$ cat src/rtl/vga_test_pattern.sv
// VGA test pattern generator: counts pixels from incoming syncs, draws one of
// several fixed patterns, and re-times the syncs so they match the video.
// Optional build macro VGA_TP_SCROLL_EN adds a per-frame scrolling bar pattern (7).
module vga_test_pattern #(
    parameter int SUB_PIXEL_WIDTH = 3,
    parameter int TOTAL_COLS      = 800,
    parameter int TOTAL_ROWS      = 525,
    parameter int ACTIVE_COLS     = 640,
    parameter int ACTIVE_ROWS     = 480
) (
    input  logic                       i_clk,
    input  logic                       i_reset,
    input  logic                       i_hsync,
    input  logic                       i_vsync,
    input  logic [3:0]                 i_pattern,
    output logic                       o_hsync,
    output logic                       o_vsync,
    output logic [SUB_PIXEL_WIDTH-1:0] o_red_video,
    output logic [SUB_PIXEL_WIDTH-1:0] o_grn_video,
    output logic [SUB_PIXEL_WIDTH-1:0] o_blu_video
);

    localparam int COL_W = $clog2(TOTAL_COLS);
    localparam int ROW_W = $clog2(TOTAL_ROWS);
    localparam int BAR_W = ACTIVE_COLS / 8;

    localparam logic [COL_W-1:0] COL_LAST   = COL_W'(TOTAL_COLS - 1);
    localparam logic [ROW_W-1:0] ROW_LAST   = ROW_W'(TOTAL_ROWS - 1);
    localparam logic [COL_W-1:0] A_COLS     = COL_W'(ACTIVE_COLS);
    localparam logic [ROW_W-1:0] A_ROWS     = ROW_W'(ACTIVE_ROWS);
    localparam logic [COL_W-1:0] COL_EDGE_R = COL_W'(ACTIVE_COLS - 3);
    localparam logic [ROW_W-1:0] ROW_EDGE_B = ROW_W'(ACTIVE_ROWS - 3);
    localparam logic [COL_W-1:0] COL_TWO    = COL_W'(2);
    localparam logic [ROW_W-1:0] ROW_TWO    = ROW_W'(2);
    localparam logic [SUB_PIXEL_WIDTH-1:0] MAX = '1;

    logic             vsync_q;
    logic             frame_start;
    logic [COL_W-1:0] col;
    logic [ROW_W-1:0] row;
    logic             hsync_s1;
    logic             vsync_s1;
    logic [3:0]       active_pattern;

    assign frame_start = i_vsync & ~vsync_q;

    // Stage 1: the counters themselves plus the syncs captured on the same edge,
    // so col/row always name the pixel whose syncs sit in hsync_s1/vsync_s1.
    always_ff @(posedge i_clk) begin
        if (!i_reset) begin
            vsync_q        <= 1'b0;
            hsync_s1       <= 1'b0;
            vsync_s1       <= 1'b0;
            col            <= '0;
            row            <= '0;
            active_pattern <= 4'd0;
        end else begin
            vsync_q  <= i_vsync;
            hsync_s1 <= i_hsync;
            vsync_s1 <= i_vsync;
            if (frame_start) begin
                col            <= '0;
                row            <= '0;
                active_pattern <= i_pattern;
            end else if (col == COL_LAST) begin
                col <= '0;
                row <= (row == ROW_LAST) ? '0 : row + ROW_W'(1);
            end else begin
                col <= col + COL_W'(1);
            end
        end
    end

    // Bar number 0..7 for a column: counts how many bar boundaries lie at or below x.
    function automatic logic [2:0] bar_index(input logic [COL_W:0] x);
        logic [2:0] idx;
        idx = 3'd0;
        for (int k = 1; k < 8; k++) begin
            if (x >= (COL_W+1)'(k * BAR_W)) begin
                idx = idx + 3'd1;
            end
        end
        return idx;
    endfunction

`ifdef VGA_TP_SCROLL_EN
    localparam logic [9:0]     FRAME_LAST = 10'(ACTIVE_COLS - 1);
    localparam logic [COL_W:0] A_COLS_X   = (COL_W+1)'(ACTIVE_COLS);

    logic [9:0]     frame_cnt;
    logic [COL_W:0] shift_sum;
    logic [COL_W:0] shift_col;
    logic [2:0]     scroll_bar;

    always_ff @(posedge i_clk) begin
        if (!i_reset) begin
            frame_cnt <= 10'd0;
        end else if (frame_start) begin
            frame_cnt <= (frame_cnt == FRAME_LAST) ? 10'd0 : frame_cnt + 10'd1;
        end
    end

    // Both operands are below ACTIVE_COLS inside the visible area, so one
    // conditional subtract is enough for the modulo.
    assign shift_sum  = {1'b0, col} + (COL_W+1)'(frame_cnt);
    assign shift_col  = (shift_sum >= A_COLS_X) ? shift_sum - A_COLS_X : shift_sum;
    assign scroll_bar = bar_index(shift_col);
`endif

    logic                       in_active;
    logic                       on_border;
    logic [2:0]                 bar;
    logic [SUB_PIXEL_WIDTH-1:0] red_d;
    logic [SUB_PIXEL_WIDTH-1:0] grn_d;
    logic [SUB_PIXEL_WIDTH-1:0] blu_d;

    assign in_active = (col < A_COLS) && (row < A_ROWS);
    assign on_border = (col < COL_TWO) || (col > COL_EDGE_R) ||
                       (row < ROW_TWO) || (row > ROW_EDGE_B);
    assign bar       = bar_index({1'b0, col});

    always_comb begin
        red_d = '0;
        grn_d = '0;
        blu_d = '0;
        case (active_pattern)
            4'd1: red_d = MAX;
            4'd2: grn_d = MAX;
            4'd3: blu_d = MAX;
            4'd4: begin
                if (col[5] ^ row[5]) begin
                    red_d = MAX;
                    grn_d = MAX;
                    blu_d = MAX;
                end
            end
            4'd5: begin
                red_d = bar[2] ? MAX : '0;
                grn_d = bar[1] ? MAX : '0;
                blu_d = bar[0] ? MAX : '0;
            end
            4'd6: begin
                if (on_border) begin
                    red_d = MAX;
                    grn_d = MAX;
                    blu_d = MAX;
                end
            end
`ifdef VGA_TP_SCROLL_EN
            4'd7: begin
                red_d = scroll_bar[2] ? MAX : '0;
                grn_d = scroll_bar[1] ? MAX : '0;
                blu_d = scroll_bar[0] ? MAX : '0;
            end
`endif
            default: begin
                red_d = '0;
                grn_d = '0;
                blu_d = '0;
            end
        endcase
        if (!in_active) begin
            red_d = '0;
            grn_d = '0;
            blu_d = '0;
        end
    end

    // Stage 2: colours for the stage-1 pixel, with that pixel's syncs.
    always_ff @(posedge i_clk) begin
        if (!i_reset) begin
            o_hsync     <= 1'b0;
            o_vsync     <= 1'b0;
            o_red_video <= '0;
            o_grn_video <= '0;
            o_blu_video <= '0;
        end else begin
            o_hsync     <= hsync_s1;
            o_vsync     <= vsync_s1;
            o_red_video <= red_d;
            o_grn_video <= grn_d;
            o_blu_video <= blu_d;
        end
    end

endmodule

$ cat config.mk
export PLATFORM = sky130hd
export DESIGN_NAME = vga_test_pattern
export DESIGN_NICKNAME = d
export VERILOG_FILES = /design/src/rtl/vga_test_pattern.sv
export SDC_FILE = /design/constraint.sdc
export NUM_CORES = 1
export LEC_CHECK = 0
export BUFFER_PORTS_ARGS = -buffer_cell sky130_fd_sc_hd__buf_4
export CAP_MARGIN = 5
export CORE_MARGIN = 2
export CORE_UTILIZATION = 52
export DETAILED_ROUTE_END_ITERATION = 10
export GPL_TIMING_DRIVEN = 0
export PLACE_DENSITY = 0.77
export SLEW_MARGIN = 10
export SYNTH_ARGS = -nofsm -noshare
export SYNTH_HDL_FRONTEND = slang
export SYNTH_SLANG_ARGS = --single-unit
$ cat constraint.sdc
create_clock -name i_clk -period 4.92 [get_ports i_clk]
set_clock_uncertainty 0.15 [all_clocks]
set_input_delay 0 -clock i_clk [delete_from_list [all_inputs] [get_ports i_clk]]
set_output_delay 0 -clock i_clk [all_outputs]
set_load 0.02 [all_outputs]
======== After elaboration in Yosys (flattened, before gate mapping) ========
Cells that the tools add are included.
cells by class
  magnitude comparators ................... 13
  reductions and logical operators ........ 7
  eq/ne operators ......................... 8
  multiplexer cells ....................... 16
  add/sub/neg operators ................... 8
  bitwise gates (word level) .............. 4
operators by type and width
  cell                                                                                   count
  3-bit case mux with 4 select lines                                                     3
  3-bit two-way mux                                                                      11
  10-bit by 9-bit greater-or-equal comparator with 1-bit output (second input constant)  3
  10-bit by 1-bit adder with 10-bit output (second input constant)                       2
  10-bit == test (second input constant)                                                 2
  10-bit by 8-bit greater-or-equal comparator with 1-bit output (second input constant)  2
  10-bit by 2-bit less-than comparator with 1-bit output (second input constant)         2
  3-bit by 1-bit adder with 3-bit output (second input constant)                         6
  4-bit by 3-bit == test with 1-bit output (second input constant)                       3
  10-bit greater-or-equal comparator (second input constant)                             1
  10-bit by 7-bit greater-or-equal comparator with 1-bit output (second input constant)  1
  10-bit greater-than comparator (second input constant)                                 1
  10-bit by 9-bit greater-than comparator with 1-bit output (second input constant)      1
  10-bit less-than comparator (second input constant)                                    1
  10-bit by 9-bit less-than comparator with 1-bit output (second input constant)         1
  10-bit two-way mux                                                                     1
  4-bit by 2-bit == test with 1-bit output (second input constant)                       2
  4-bit by 1-bit == test with 1-bit output (second input constant)                       1
  1-bit logical OR                                                                       3
  3-bit OR reduction                                                                     1
  1-bit inverter                                                                         2
  2-bit AND reduction                                                                    1
  2-bit OR reduction                                                                     1
  1-bit AND                                                                              1
  3 further kinds                                                                        3
storage, ports and cells
  output and inout bits ................... 11
  input bits .............................. 8
  word-level logic and storage cells ...... 66
  register bits after elaboration ......... 37

======== Longest topological paths before layout ========
  word-level depth ........................ 16
  mapped depth ............................ 23
  gate-level depth less buffers ........... 22

======== Worst setup path before layout ========
Ideal clock, no wire load.
  path kind ............................... register to register
  start point ............................. register col[5]
  end point ............................... register o_red_video[1]
  data required time ...................... 4.650 ns
  cell stages (with the launch flop) ...... 24
  period minus slack after synthesis ...... 4.088 ns
  slack ................................... 0.832 ns
  buffers on the path ..................... 1
  setup time .............................. 0.120 ns
  arrival time ............................ 3.818 ns
  cells stage by stage .................... dfxtp_1 buf_2 or2_2 a211o_1 inv_1 ha_1 a21bo_2 and2_1 ha_1 inv_1 o21ai_0 ha_1 nor2_1 nor2_1 ha_1 o22ai_1 nor2_1 ha_1 nand2_1 nor2_1 xnor3_1 xor2_1 a211oi_1 or2_1
on the way
  cells in the longest elaborated chain, start to end .. 16
  elaborated cells between the ends (all ways) .. 33
  classes of those cells .................. 6 x add/sub; 10 x order compare; 11 x mux; 1 x bitwise; 5 x reduce/logical
RTL lines
  element                                                        line  RTL
  from (decl)                                                    39    logic [COL_W-1:0] col;
  from (signal assigned)                                         69    col <= col + COL_W'(1);
  10-bit by 7-bit greater-or-equal comparator with 1-bit output  79    if (x >= (COL_W+1)'(k * BAR_W)) begin
  1-bit two-way mux                                              79
  3-bit by 1-bit adder with 3-bit output                         80    idx = idx + 3'd1;
  3-bit two-way mux                                              79
  3-bit by 1-bit adder with 3-bit output                         80
  3-bit two-way mux                                              79
  3-bit by 1-bit adder with 3-bit output                         80
  3-bit two-way mux                                              79
  3-bit by 1-bit adder with 3-bit output                         80
  3-bit two-way mux                                              79
  3-bit by 1-bit adder with 3-bit output                         80
  3-bit two-way mux                                              79
  3-bit by 1-bit adder with 3-bit output                         80
  3-bit two-way mux                                              79
  3-bit two-way mux                                              138   red_d = bar[2] ? MAX : '0;
  3-bit case mux with 4 select lines                             126   case (active_pattern)
  to (signal assigned)                                           180   o_red_video <= red_d;
  to (decl)                                                      18    output logic [SUB_PIXEL_WIDTH-1:0] o_red_video,
Several ways; a longest one is shown, not always the timed one.
A chain may end at the register's enable or synchronous reset.

======== Worst setup path in the final report ========
Ends and elaborated chain as after synthesis.

==> results.ini <==
[worst_setup_path]
required_ns = 4.94
worstSetupStartpointType = register
rrSetupSlack_ns = 0.48
crit_arrival_ns = 4.46
cp.depth = 23
critPathTopFamily = simple AND/OR/NAND/NOR gates
worstReg2RegStart = col[5]$_SDFF_PP0_
end_kind = register
reg2reg_to = o_red_video[1]$_SDFF_PN0_
rr_worst_depth = 23
path_cells = buf_2, or2_2, a211o_1, inv_1, ha_1, a21bo_2, and2_1, ha_1, inv_1, o21ai_0, ha_1, nor2_1, nor2_1, ha_1, o22ai_1, nor2_1, ha_1, nand2_1, nor2_1, xnor3_1, xor2_1, a211oi_1, or2_1
cpPeakStageDelay_ns = 0.33
cp_common_cell = ha_1
cp_max_fo = 10
crit_path_top_delay_cell = a211o_1
crit_type = register to register
worst-path-buf-inv = 3

[min_path]
min_path_cells = 1
hold_path.class = register to register
hold_start = hsync_s1$_SDFF_PN0_
min_to = o_hsync$_SDFF_PN0_

[placement]
hpwlAfterDp_um = 2750
portBuffers = 18
routabilityCongestion = 0.858
placed_cells = 300

[power_and_ir_drop]
cellLeakagePower_nw = 1.03
p_sw_mw = 0.114
vdd_drop_max_uv = 174
p_clk_share_pct = 38.3
power_frac_comb_pct = 8.5
power.total_mw = 0.492
power_per_cell_area_mw_per_mm2 = 207
switching_share_pct = 23.2
pwr-share-seq_pct = 53.2
intPower_mw = 0.378

[clock_tree]
clock_latency_ns = 0.28
path_clk_slew_ns = 0.06
numClockSinks = 31
cts-htree-levels = 2
cts_buffer_depth = 2
cts_tree = built
post_cts_buffers = 0
cts-buffers-inserted = 5
clockRootBuffer = clkbuf_8

[grt]
grt_util_met2_pct = 30.0
overflow = 0
busiest_layer = met2
use_met1_pct = 24.1
grt_max_degree = 11
antenna_found_initial = 0
grt_pass1_wl_um = 6230
grt_use_met3_pct = 4.60
grt_pass1_vias = 1438
grtUsageTotal_pct = 18.5

[synth]
yosys_warnings = 0
synth.top_cell.area_share_pct = 30.6
synth-edff-count = 0
ys.flop_type = dfxtp_1
synth-async-reset-ratio_pct = 0
synth_top_area_cell = dfxtp_1
synth-seq-cells = 31
syn_area_per_cell_um2 = 8.66
ys_seq_area_share_pct = 30.6
synth_area_leaders = dfxtp_1 (31%), ha_1 (8.0%), xor2_1 (6.5%), nor2_1 (5.6%), mux2i_1 (3.5%)
synth_most_common_cell = dfxtp_1
syn_inst = 234
netlist_area_mm2 = 0.00203
ys_top_cells_by_count = dfxtp_1 (31), nor2_1 (30), nand2_1 (15), xor2_1 (15), ha_1 (13)
syn_nets = 255
ys_types = 56

[cells_and_area]
reg_top3 = col (10), row (10), active_pattern (4)
drive_gt1_share_pct = 19.9
instances_no_fill = 315
nNetsFinal = 287
diodes = 0
area_delta_synth_final_pct = 17.1

[sta]
rsz0062_at_grt = no
holdWs_ns = 0.293
finalCritPeriodShare_pct = 90.2
setup_viol = 0
tns_ns = 0
finalCriticalPeriod_ns = 4.44
fmax_mhz = 225
slew_viol_final = 0
worst_pin_slew_ns = 0.484
final_hold_viol_count = 0
relSlewSlack_pct = 67.2

[routing]
vias = 1642
postRouteAntennaNets = 0
first_iter_violations = 88
drt_wl_total_um = 3800
routedWlPerCell_um = 12.1
remaining_drc_errors = 0
first_pass_iters = 4
viasPerCell = 5.21

[floorplan]
ioPinCount = 19
fp.dieW_um = 66.4
fp.dieArea_mm2 = 0.00441
die_h_um = 66.4
rows = 22
start_util_pct = 54.5
fp.coreArea_mm2 = 0.00372

[outcome]
status = finished clean

[flow_run]
cap_violations = 0

[power by group through the flow]
| stage | Sequential, mW | Clock [mW] | Combinational (mW) |
|---|---|---|---|
| finish | 0.262 | 0.188 | 0.0420 |
| global placement | 0.267 | 0 | 0.0370 |
| global route | 0.262 | 0.200 | 0.0456 |
| floorplan | 0.268 | 0 | 0.0229 |
| detailed placement | 0.267 | 0 | 0.0376 |
| CTS | 0.262 | 0.192 | 0.0421 |
[layout by cell type (no fill, tap or decap), types with 2 or more instances in the layout]
master	n
a211o_1	2
a21oi_1	7
a31oi_1	2
and2_1	8
and3_1	3
and4_1	2
buf_2	3
buf_4	26
buf_6	2
clkbuf_1	4
clkbuf_8	5
dfxtp_1	31
dlygate4sd3_1	7
ha_1	13
inv_1	9
mux2i_1	7
nand2_1	15
nand2b_1	3
nand3_1	10
nand3b_1	2
nand4_1	2
nand4b_1	2
nor2_1	30
nor2b_1	5
nor3_1	3
o21ai_0	6
o22ai_1	2
o31ai_1	2
or2_2	3
or2_4	2
or3_1	3
xnor2_1	5
xor2_1	15
[how the worst max path moves through the flow]
stage | from | to
6_report | col[5]$_SDFF_PP0_ | o_red_video[1]$_SDFF_PN0_
3_3_place_gp | col[5]$_SDFF_PP0_ | o_red_video[1]$_SDFF_PN0_
5_1_grt | col[5]$_SDFF_PP0_ | o_red_video[1]$_SDFF_PN0_
4_1_cts | col[5]$_SDFF_PP0_ | o_red_video[1]$_SDFF_PN0_
3_5_place_dp | col[5]$_SDFF_PP0_ | o_red_video[1]$_SDFF_PN0_
2_1_floorplan | col[5]$_SDFF_PP0_ | o_red_video[1]$_SDFF_PN0_
[worst reg2reg max path: stages (launching register included)]
cell	delay, ns
dfxtp_1	0.32
buf_2	0.19
or2_2	0.32
a211o_1	0.33
inv_1	0.07
ha_1	0.12
a21bo_2	0.22
and2_1	0.17
ha_1	0.27
inv_1	0.05
o21ai_0	0.17
ha_1	0.28
nor2_1	0.11
nor2_1	0.05
ha_1	0.27
o22ai_1	0.08
nor2_1	0.15
ha_1	0.17
nand2_1	0.05
nor2_1	0.12
xnor3_1	0.24
xor2_1	0.15
a211oi_1	0.08
or2_1	0.20
[kinds of logic (layout without fill, tap and decap cells)]
kind of cell | after synthesis | count (layout) | share of synthesized area, %
compound gates | 36 | 36 | 14.1
xor+xnor | 22 | 22 | 10.6
fa+ha+maj | 13 | 13 | 8.02
buf+inv | 24 | 57 | 6.85
flops | 31 | 31 | 30.6
mux | 7 | 7 | 3.46
simple gates | 101 | 101 | 26.4
[stage by stage]
step	area [µm²]	setup WS, ns	utilization [%]
after CTS	2370	0.468	63.9
after global routing	2370	0.190	63.9
final	2370	0.481	63.9
after global placement	2220	0.542	59.8
after floorplan	2030	0.832	-
after detailed placement	2220	0.485	59.8
[layer usage]
metal / share of wire, % / up-vias
met5: 0 / -
met1: 47 / 746
met3: 4.5 / 2
li1: - / 862
met4: 0.66 / 0
met2: 48 / 32
[final cells by class]
type,instances,area [µm²]
Multi-Input combinational cell,179,1270
Tap cell,48,60.1
Sequential cell,31,621
Clock buffer,7,76.3
Timing Repair Buffer,25,205
Inverter,9,33.8
Clock inverter,1,5.00
Fill cell,321,1340
Buffer,15,105
[timing repair]
action,4_1_cts,5_1_grt
endpoints found under the hold margin,7,0
hold buffers,7,0
resized for setup,0,0
(Power assumes the default switching activity.)
